[config.mk]
export PLATFORM = sky130hd
export DESIGN_NAME = spi_xfer_arbiter
export DESIGN_NICKNAME = d
export VERILOG_FILES = /design/src/rtl/spi_xfer_arbiter.sv
export SDC_FILE = /design/constraint.sdc
export NUM_CORES = 1
export LEC_CHECK = 0
export BUFFER_PORTS_ARGS = -buffer_cell sky130_fd_sc_hd__buf_2
export CAP_MARGIN = 25
export CORE_MARGIN = 5
export CORE_UTILIZATION = 45
export CTS_CLUSTER_DIAMETER = 40
export DETAILED_ROUTE_END_ITERATION = 10
export PLACE_DENSITY = 0.84
export SETUP_SLACK_MARGIN = 0.1
export SYNTH_ARGS = -nofsm -noshare
export SYNTH_HDL_FRONTEND = slang
export SYNTH_SLANG_ARGS = --single-unit
[constraint.sdc]
create_clock -name GCLK -period 2.1 [get_ports GCLK]
set_input_delay 0.315 -clock GCLK [delete_from_list [all_inputs] [get_ports GCLK]]
set_output_delay 0.315 -clock GCLK [all_outputs]
set_load 0.005 [all_outputs]
[src/rtl/spi_xfer_arbiter.sv]
// spi_xfer_arbiter
//   Round-robin arbiter and transfer sequencer that shares one SPI master core
//   between NREQ requesters. It grants one requester, latches that requester's
//   config and MOSI word, and pulses the core start for one cycle. It then
//   follows core busy until the transfer ends, captures the MISO word and
//   pulses done to the granted requester.
//
//   Optional feature macro: SPI_ARB_TIMEOUT_EN
//     When defined, a watchdog aborts a wait state after TIMEOUT_CYC cycles.
//     The aborted transfer completes with rdata_o = 0 and a one-cycle err_o
//     pulse alongside done_o.
//     When undefined, the FSM waits on the core indefinitely and err_o is 0.
//
//   Ports
//     GCLK, NRST      clock, asynchronous active-low reset
//     req_i           per-requester level request
//     cfg_i           per-requester {mode,speed,word_len,IFG,CS_SCK,SCK_CS}, 30b each
//     wdata_i         per-requester MOSI word, 32b each
//     gnt_o           one-hot grant, held from LOAD through DONE
//     done_o          one-cycle completion pulse to the granted requester
//     rdata_o         MISO word captured at completion (0 on timeout)
//     err_o           one-cycle timeout pulse, coincident with done_o
//     spi_*_o / *_o   control and config to the SPI core
//     spi_busy_i      core busy
//     miso_data_i     core MISO word
//
//   state        | meaning
//   -------------+---------------------------------------------------------
//   ST_IDLE      | no transfer; pick next requester after the RR pointer
//   ST_LOAD      | latch winner's cfg/wdata, or abandon if its request dropped
//   ST_START     | one-cycle start pulse to the core
//   ST_WAIT_BUSY | wait for the core to raise busy
//   ST_WAIT_DONE | wait for the core to drop busy
//   ST_DONE      | done pulse to the winner, grant released on exit
module spi_xfer_arbiter #(
    parameter int NREQ        = 2,
    parameter int TIMEOUT_CYC = 4096
) (
    input  logic                 GCLK,
    input  logic                 NRST,
    input  logic [NREQ-1:0]      req_i,
    input  logic [NREQ*30-1:0]   cfg_i,
    input  logic [NREQ*32-1:0]   wdata_i,
    output logic [NREQ-1:0]      gnt_o,
    output logic [NREQ-1:0]      done_o,
    output logic [31:0]          rdata_o,
    output logic                 err_o,
    output logic                 spi_start_o,
    input  logic                 spi_busy_i,
    output logic [1:0]           spi_mode_o,
    output logic [1:0]           sck_speed_o,
    output logic [1:0]           word_len_o,
    output logic [7:0]           ifg_o,
    output logic [7:0]           cs_sck_o,
    output logic [7:0]           sck_cs_o,
    output logic [31:0]          mosi_data_o,
    input  logic [31:0]          miso_data_i
);

    localparam int IDX_W = (NREQ > 1) ? $clog2(NREQ) : 1;

    if (NREQ < 2 || NREQ > 8 || TIMEOUT_CYC < 2) begin : g_bad_param
        $error("spi_xfer_arbiter: NREQ must be 2..8 and TIMEOUT_CYC at least 2");
    end

    typedef enum logic [2:0] {
        ST_IDLE,
        ST_LOAD,
        ST_START,
        ST_WAIT_BUSY,
        ST_WAIT_DONE,
        ST_DONE
    } state_t;

    state_t           state_q, state_d;
    logic [IDX_W-1:0] ptr_q, ptr_d;
    logic [NREQ-1:0]  gnt_q, gnt_d;
    logic [29:0]      cfg_q, cfg_d;
    logic [31:0]      mosi_q, mosi_d;
    logic [31:0]      rdata_q, rdata_d;
    logic [IDX_W-1:0] win_idx;
    logic             win_found;
    logic             tmo_hit;

`ifdef SPI_ARB_TIMEOUT_EN
    localparam int TMO_W = (TIMEOUT_CYC > 1) ? $clog2(TIMEOUT_CYC) : 1;

    // Down-counter reloaded on entry to each wait state; terminal count 0
    // means TIMEOUT_CYC cycles have been spent in that state.
    logic [TMO_W-1:0] tmo_q, tmo_d;
    logic             err_q, err_d;

    assign tmo_hit = (tmo_q == '0);

    always_comb begin
        tmo_d = tmo_q;
        err_d = 1'b0;
        if (state_q == ST_START || (state_q == ST_WAIT_BUSY && spi_busy_i)) begin
            tmo_d = TMO_W'(TIMEOUT_CYC - 1);
        end else if ((state_q == ST_WAIT_BUSY || state_q == ST_WAIT_DONE) && !tmo_hit) begin
            tmo_d = tmo_q - 1'b1;
        end
        if (tmo_hit && ((state_q == ST_WAIT_BUSY && !spi_busy_i) ||
                        (state_q == ST_WAIT_DONE &&  spi_busy_i))) begin
            err_d = 1'b1;
        end
    end

    always_ff @(posedge GCLK or negedge NRST) begin
        if (!NRST) begin
            tmo_q <= '0;
            err_q <= 1'b0;
        end else begin
            tmo_q <= tmo_d;
            err_q <= err_d;
        end
    end

    assign err_o = (state_q == ST_DONE) && err_q;
`else
    assign tmo_hit = 1'b0;
    assign err_o   = 1'b0;
`endif

    // First requester strictly after the pointer, wrapping; the pointer
    // itself is checked last so a lone repeat requester still wins.
    always_comb begin
        win_found = 1'b0;
        win_idx   = ptr_q;
        for (int i = 1; i <= NREQ; i++) begin
            if (!win_found && req_i[(int'(ptr_q) + i) % NREQ]) begin
                win_found = 1'b1;
                win_idx   = IDX_W'((int'(ptr_q) + i) % NREQ);
            end
        end
    end

    always_comb begin
        state_d = state_q;
        ptr_d   = ptr_q;
        gnt_d   = gnt_q;
        cfg_d   = cfg_q;
        mosi_d  = mosi_q;
        rdata_d = rdata_q;
        case (state_q)
            ST_IDLE: begin
                if (win_found) begin
                    ptr_d          = win_idx;
                    gnt_d          = '0;
                    gnt_d[win_idx] = 1'b1;
                    state_d        = ST_LOAD;
                end
            end
            ST_LOAD: begin
                if (req_i[ptr_q]) begin
                    cfg_d   = cfg_i[int'(ptr_q)*30 +: 30];
                    mosi_d  = wdata_i[int'(ptr_q)*32 +: 32];
                    state_d = ST_START;
                end else begin
                    gnt_d   = '0;
                    state_d = ST_IDLE;
                end
            end
            ST_START: state_d = ST_WAIT_BUSY;
            ST_WAIT_BUSY: begin
                if (spi_busy_i) begin
                    state_d = ST_WAIT_DONE;
                end else if (tmo_hit) begin
                    rdata_d = '0;
                    state_d = ST_DONE;
                end
            end
            ST_WAIT_DONE: begin
                // Capture on the way into DONE so rdata_o is valid with done_o.
                if (!spi_busy_i) begin
                    rdata_d = miso_data_i;
                    state_d = ST_DONE;
                end else if (tmo_hit) begin
                    rdata_d = '0;
                    state_d = ST_DONE;
                end
            end
            ST_DONE: begin
                gnt_d   = '0;
                state_d = ST_IDLE;
            end
            default: begin
                gnt_d   = '0;
                state_d = ST_IDLE;
            end
        endcase
    end

    always_ff @(posedge GCLK or negedge NRST) begin
        if (!NRST) begin
            state_q <= ST_IDLE;
            ptr_q   <= IDX_W'(NREQ - 1);
            gnt_q   <= '0;
            cfg_q   <= '0;
            mosi_q  <= '0;
            rdata_q <= '0;
        end else begin
            state_q <= state_d;
            ptr_q   <= ptr_d;
            gnt_q   <= gnt_d;
            cfg_q   <= cfg_d;
            mosi_q  <= mosi_d;
            rdata_q <= rdata_d;
        end
    end

    assign gnt_o       = gnt_q;
    assign done_o      = (state_q == ST_DONE) ? gnt_q : '0;
    assign rdata_o     = rdata_q;
    assign spi_start_o = (state_q == ST_START);
    assign spi_mode_o  = cfg_q[29:28];
    assign sck_speed_o = cfg_q[27:26];
    assign word_len_o  = cfg_q[25:24];
    assign ifg_o       = cfg_q[23:16];
    assign cs_sck_o    = cfg_q[15:8];
    assign sck_cs_o    = cfg_q[7:0];
    assign mosi_data_o = mosi_q;

endmodule

==> impl_metrics.yaml, run 1 <==
die:
  core-area_um2: 10300
  fp.dieH_um: 112
  dieArea_um2: 12600
  start_util_pct: 45.9
  rows: 37
  io_pins: 261
  die_w_um: 112
route:
  drc_errors: 0
  postRouteAntennaNets: 0
  wl_mm: 12.0
  vias: 3459
  drt-initial-drc-count: 136
  wl_per_cell_um: 16.9
  first_pass_iters: 7
  vias_per_cell: 4.88
clock_network:
  postCtsSetupBuffers: 0
  cts_max_level: 3
  cts_tree: "done"
  cts-root-buf: "clkbuf_8"
  clk_latency_ps: 350
  clock_path_buffers: 2
  clock-sinks: 100
  clk_pin_slew_ps: 100
  numCtsBuffers: 9
min_path:
  hold_path.class: "input port to register"
  hp-start: "miso_data_i[7]"
sta:
  fin_tns_setup_ps: 0
  worstMarginPinSlew_ps: 659
  period_needed_ps: 1850
  finClkSkew_ps: 8.01
  maxSlewViolCount: 0
  finalHoldViolCount: 0
  rsz0062_at_grt: "no"
  slew_headroom_pct: 56.1
  holdWs_ps: 185
  period_share_pct: 87.9
  setup_violations: 0
  max_freq_mhz: 542
critical_path:
  critPathMaxFanout: 42
  endpoint_kind: "register"
  cp-start-kind: "register"
  cp-startpoint: "ptr_q"
  reg2reg_slack_ps: 250
  criticalPathCategory: "register to register"
  crit_cells: 3
  endpoint: "cfg_q[21]"
  crit_chain: "buf_4 > mux2_2 > mux2_1"
  crit_required_ps: 2330
  max_stage_delay_ps: 560
  reg2reg_from: "ptr_q"
  crit_arrival_ps: 2070
  slowest_stage: "dfstp_2"
  cp_top_family: "multiplexers"
  rr_worst_depth: 3
  cp.buffers_inverters: 1
  r2r-end: "cfg_q[21]"
synth:
  synth_ff_type: "dfrtp_1"
  synthCells: 309
  syn_area_um2: 4720
  synth.most_common_cell: "dfrtp_1"
  yosysTopAreaCellShare_pct: 52.5
  yosys_register_bits: 100
  synthTopCellsByArea: "dfrtp_1, mux2_2, mux2_1"
  yosysWarnings: 0
  synthArstFlopShare_pct: 100
  synth_edf_count: 0
  syn_nets: 470
  synth_top_cell_by_area: "dfrtp_1"
  seq_area_frac_synth_pct: 53.0
  yosys.cell_types.count: 28
  syn_area_per_cell_um2: 15.3
  synth_common_cells: "dfrtp_1, mux2_2, mux2_1, mux2_4, buf_2"
job:
  maxCapViolations: 0
layout:
  insertedDiodeCount: 0
  fin_area_um2: 6390
  finalNetCount: 730
  drive_above_1_share_pct: 66.8
  area_growth_pct: 35.2
  nFillCells: 837
global_route:
  grt_pass1_vias: 3882
  grt_max_degree: 51
  antenna_found_initial: 0
  grt_pass1_wl_mm: 19.4
  grtUsageTotal_pct: 19.1
  grt-ovfl-total: 0
placement:
  numPortBuffers: 259
  placed_area_um2: 6170
  hpwl_mm: 9.54
  gp_congestion: 0.925
status:
  status: "finished clean"
power_and_ir_drop:
  power.density_nw_per_um2: 1330
  irDropWorstVdd_mv: 0.584
  leakage_nw: 3.24
==> state kept, by name (all words and copies together) (netlist names) <==
name / flops
ptr_q: 1
gnt_o: 2
state_q: 3
mosi_data_o: 32
cfg_q: 30
rdata_o: 32
==> metrics by stage <==
stage / total power (W) / std cells / worst slack, ps / util [%]
2_1_floorplan: 0.00567 / 309 / 421 / -
3_3_place_gp: 0.00713 / 693 / 329 / 60.0
3_5_place_dp: 0.00735 / 693 / 261 / 60.0
4_1_cts: 0.00867 / 709 / 251 / 62.1
5_1_grt: 0.00917 / 709 / 200 / 62.1
6_report: 0.00851 / 709 / 254 / 62.1
==> routing by layer <==
metal  global-route usage, %  wire (µm)
met5                       0          0
met4                    5.53        169
met3                    6.20       1070
met2                    34.8       6340
met1                    21.2       4380
==> cell families after synthesis <==
| group | Yosys count | synth area share [%] |
|---|---|---|
| compound gates | 11 | 1.48 |
| other cells | 1 | 0.0794 |
| mux | 157 | 39.8 |
| buf+inv | 23 | 3.26 |
| simple gates | 17 | 2.33 |
| flops | 100 | 53.0 |
==> timing repair <==
item | in CTS | in global routing
endpoints found under the setup margin | 0 | 1
gates resized for setup | 0 | 1
hold buffers | 1 | 0
hold endpoints to repair | 20 | 0
==> power breakdown <==
group | internal, W | total (W) | leakage [nW] | switching, W
clock | 0.000662 | 0.00129 | 0.102 | 0.000627
sequential | 0.00290 | 0.00342 | 1.20 | 0.000513
combinational | 0.00225 | 0.00381 | 1.94 | 0.00156
==> cells in the final DEF (no fill, tap or decap), types with 2 or more instances in the layout <==
cell type,count
mux2_2,68
and3_1,2
o211ai_1,2
nor2_1,2
nand2b_1,2
dfrtp_1,99
buf_12,4
nor3_1,3
buf_4,5
buf_2,258
clkinv_2,2
clkbuf_8,9
mux2_1,59
bufinv_16,2
inv_1,4
mux2_4,30
o21ai_0,4
nand2_1,4
==> worst min-delay path by stage <==
stage | to | depth (start not counted)
floorplan | cfg_q[0] | 0
global placement | rdata_o[18] | 1
detailed placement | rdata_o[19] | 1
CTS | rdata_o[7] | 2
global route | rdata_o[7] | 2
finish | rdata_o[7] | 2
==> cell type report <==
| cell class | instances | area, µm² | share of cell area (%) |
|---|---|---|---|
| multi-input cells | 186 | 2070 | 32.5 |
| clock buffers | 10 | 128 | 2.00 |
| clock inverters | 5 | 77.6 | 1.21 |
| well taps | 136 | 170 | 2.66 |
| flip-flops and latches | 100 | 2500 | 39.2 |
| repair buffers | 268 | 1420 | 22.2 |
| inverters | 4 | 15.0 | 0.235 |
Note: power is estimated with default switching activity, not from simulation.
==> inputs of run 2 (changes only) <==
--- a/config.mk
+++ b/config.mk
@@ -9,6 +9,7 @@
 export CAP_MARGIN = 25
 export CORE_MARGIN = 5
 export CORE_UTILIZATION = 45
+export CTS_BUF_LIST = sky130_fd_sc_hd__clkbuf_16
 export CTS_CLUSTER_DIAMETER = 40
 export DETAILED_ROUTE_END_ITERATION = 10
 export PLACE_DENSITY = 0.84
==> run 2 against run 1 <==
Net effect:
- non-clock buffer count shrank 1
- critical endpoint unchanged
- critical path type unchanged
- final cell count shrank 0.14%
- register-to-register slack is essentially flat
==> impl_metrics.yaml, run 2 (synthesis gave the netlist of run 1 again) <==
status:
  status: "finished clean"
critical_path:
  rr_worst_depth: 3
  cp-startpoint: "ptr_q"
  cp.buffers_inverters: 1
  slowest_stage: "dfstp_2"
  critPathMaxFanout: 42
  crit_chain: "buf_4 > mux2_2 > mux2_1"
  criticalPathCategory: "register to register"
  reg2reg_from: "ptr_q"
  max_stage_delay_ps: 550
  endpoint_kind: "register"
  crit_required_ps: 2310
  cp_top_family: "multiplexers"
  cp-start-kind: "register"
  crit_cells: 3
  crit_arrival_ps: 2050
route:
  drc_errors: 0
  wl_per_cell_um: 17.0
  wl_mm: 12.0
  drt-initial-drc-count: 113
  first_pass_iters: 6
  vias: 3493
  vias_per_cell: 4.93
  postRouteAntennaNets: 0
sta:
  period_needed_ps: 1840
  finClkSkew_ps: 6.04
  fin_ws_ps: 261
  holdWs_ps: 0.467
  rsz0062_at_grt: "no"
  slew_headroom_pct: 56.1
  max_freq_mhz: 544
  fin_tns_setup_ps: 0
  period_share_pct: 87.6
  maxSlewViolCount: 0
  worstMarginPinSlew_ps: 659
  finalHoldViolCount: 0
  setup_violations: 0
global_route:
  grtUsageTotal_pct: 19.1
  grt-ovfl-total: 0
  antenna_found_initial: 0
  grt_pass1_wl_mm: 19.5
  grt_pass1_vias: 3877
  grt_max_degree: 51
placement:
  placed_area_um2: 6170
  gp_congestion: 0.925
  numPortBuffers: 259
  post-place-ws_ps: 261
  hpwl_mm: 9.54
layout:
  insertedDiodeCount: 0
  final_cell_mix: "buf_2, dfrtp_1, mux2_2, mux2_1, mux2_4"
  drive_above_1_share_pct: 67.0
  final_common_cell: "buf_2"
  finalNetCount: 729
  area_growth_pct: 37.2
  utilization_pct: 63.0
  nFillCells: 825
  fin_area_um2: 6480
die:
  fp.dieH_um: 112
  io_pins: 261
  rows: 37
  core-area_um2: 10300
  dieArea_um2: 12600
  start_util_pct: 45.9
  die_w_um: 112
clock_network:
  cts_tree: "done"
  clock-sinks: 100
  clk_pin_slew_ps: 70
  cts-root-buf: "clkbuf_16"
  numCtsBuffers: 9
  clk_latency_ps: 330
  clock_path_buffers: 2
  postCtsSetupBuffers: 0
  cts_max_level: 3
job:
  maxCapViolations: 0
power_and_ir_drop:
  leakage_nw: 3.29
  irDropWorstVdd_mv: 0.596
  power.density_nw_per_um2: 1380
min_path:
  hold_path.class: "input port to async pin"
==> run 2: worst paths after layout <==
| check | end | slack, ps |
|---|---|---|
| min | rdata_o[20] | 0.5 |
| max | cfg_q[21] | 260 |
| min reg2reg | mosi_data_o[7] | 480 |
| max reg2reg | cfg_q[21] | 260 |
| min in group GCLK | rdata_o[7] | 210 |
| max in group asynchronous | ptr_q | 1420 |
==> run 2: final cells by class <==
cell class | count | area (µm²) | share of cell area, %
multi-input combinational | 186 | 2070 | 32.0
tap | 136 | 170 | 2.63
timing repair buffer | 267 | 1410 | 21.8
clock inverter | 6 | 81.3 | 1.26
sequential | 100 | 2500 | 38.7
clock buffer | 9 | 225 | 3.48
inverter | 4 | 15.0 | 0.232
==> run 2: worst reg2reg max path: stages (launching register included) <==
cell,delay [ps]
dfstp_2,550
buf_4,450
mux2_2,430
mux2_1,290
==> run 2: through the flow <==
stage               total power (W)  std cells
floorplan                   0.00567        309
global placement            0.00713        693
detailed placement          0.00735        693
CTS                         0.00909        708
global route                0.00960        708
finish                      0.00894        708
==> run 2: layer usage <==
metal	share of wire (%)	wire length, µm	vias to the layer above	global-route usage (%)
met1	37	4450	1695	21.9
met3	8.9	1070	15	5.12
met4	1.6	191	0	6.25
met2	53	6320	163	34.4
li1	-	-	1620	-
met5	0	0	-	0
==> run 2: power by group <==
group	leakage [nW]	total, W	switching [W]	internal (W)
logic	1.93	0.00381	0.00156	0.00225
clock network	0.152	0.00171	0.000679	0.00103
registers	1.20	0.00343	0.000516	0.00291
==> run 2: repair_timing <==
action / CTS / global route
hold buffers: 0 / 0
resized for setup: 0 / 1
endpoints found under the setup margin: 0 / 1
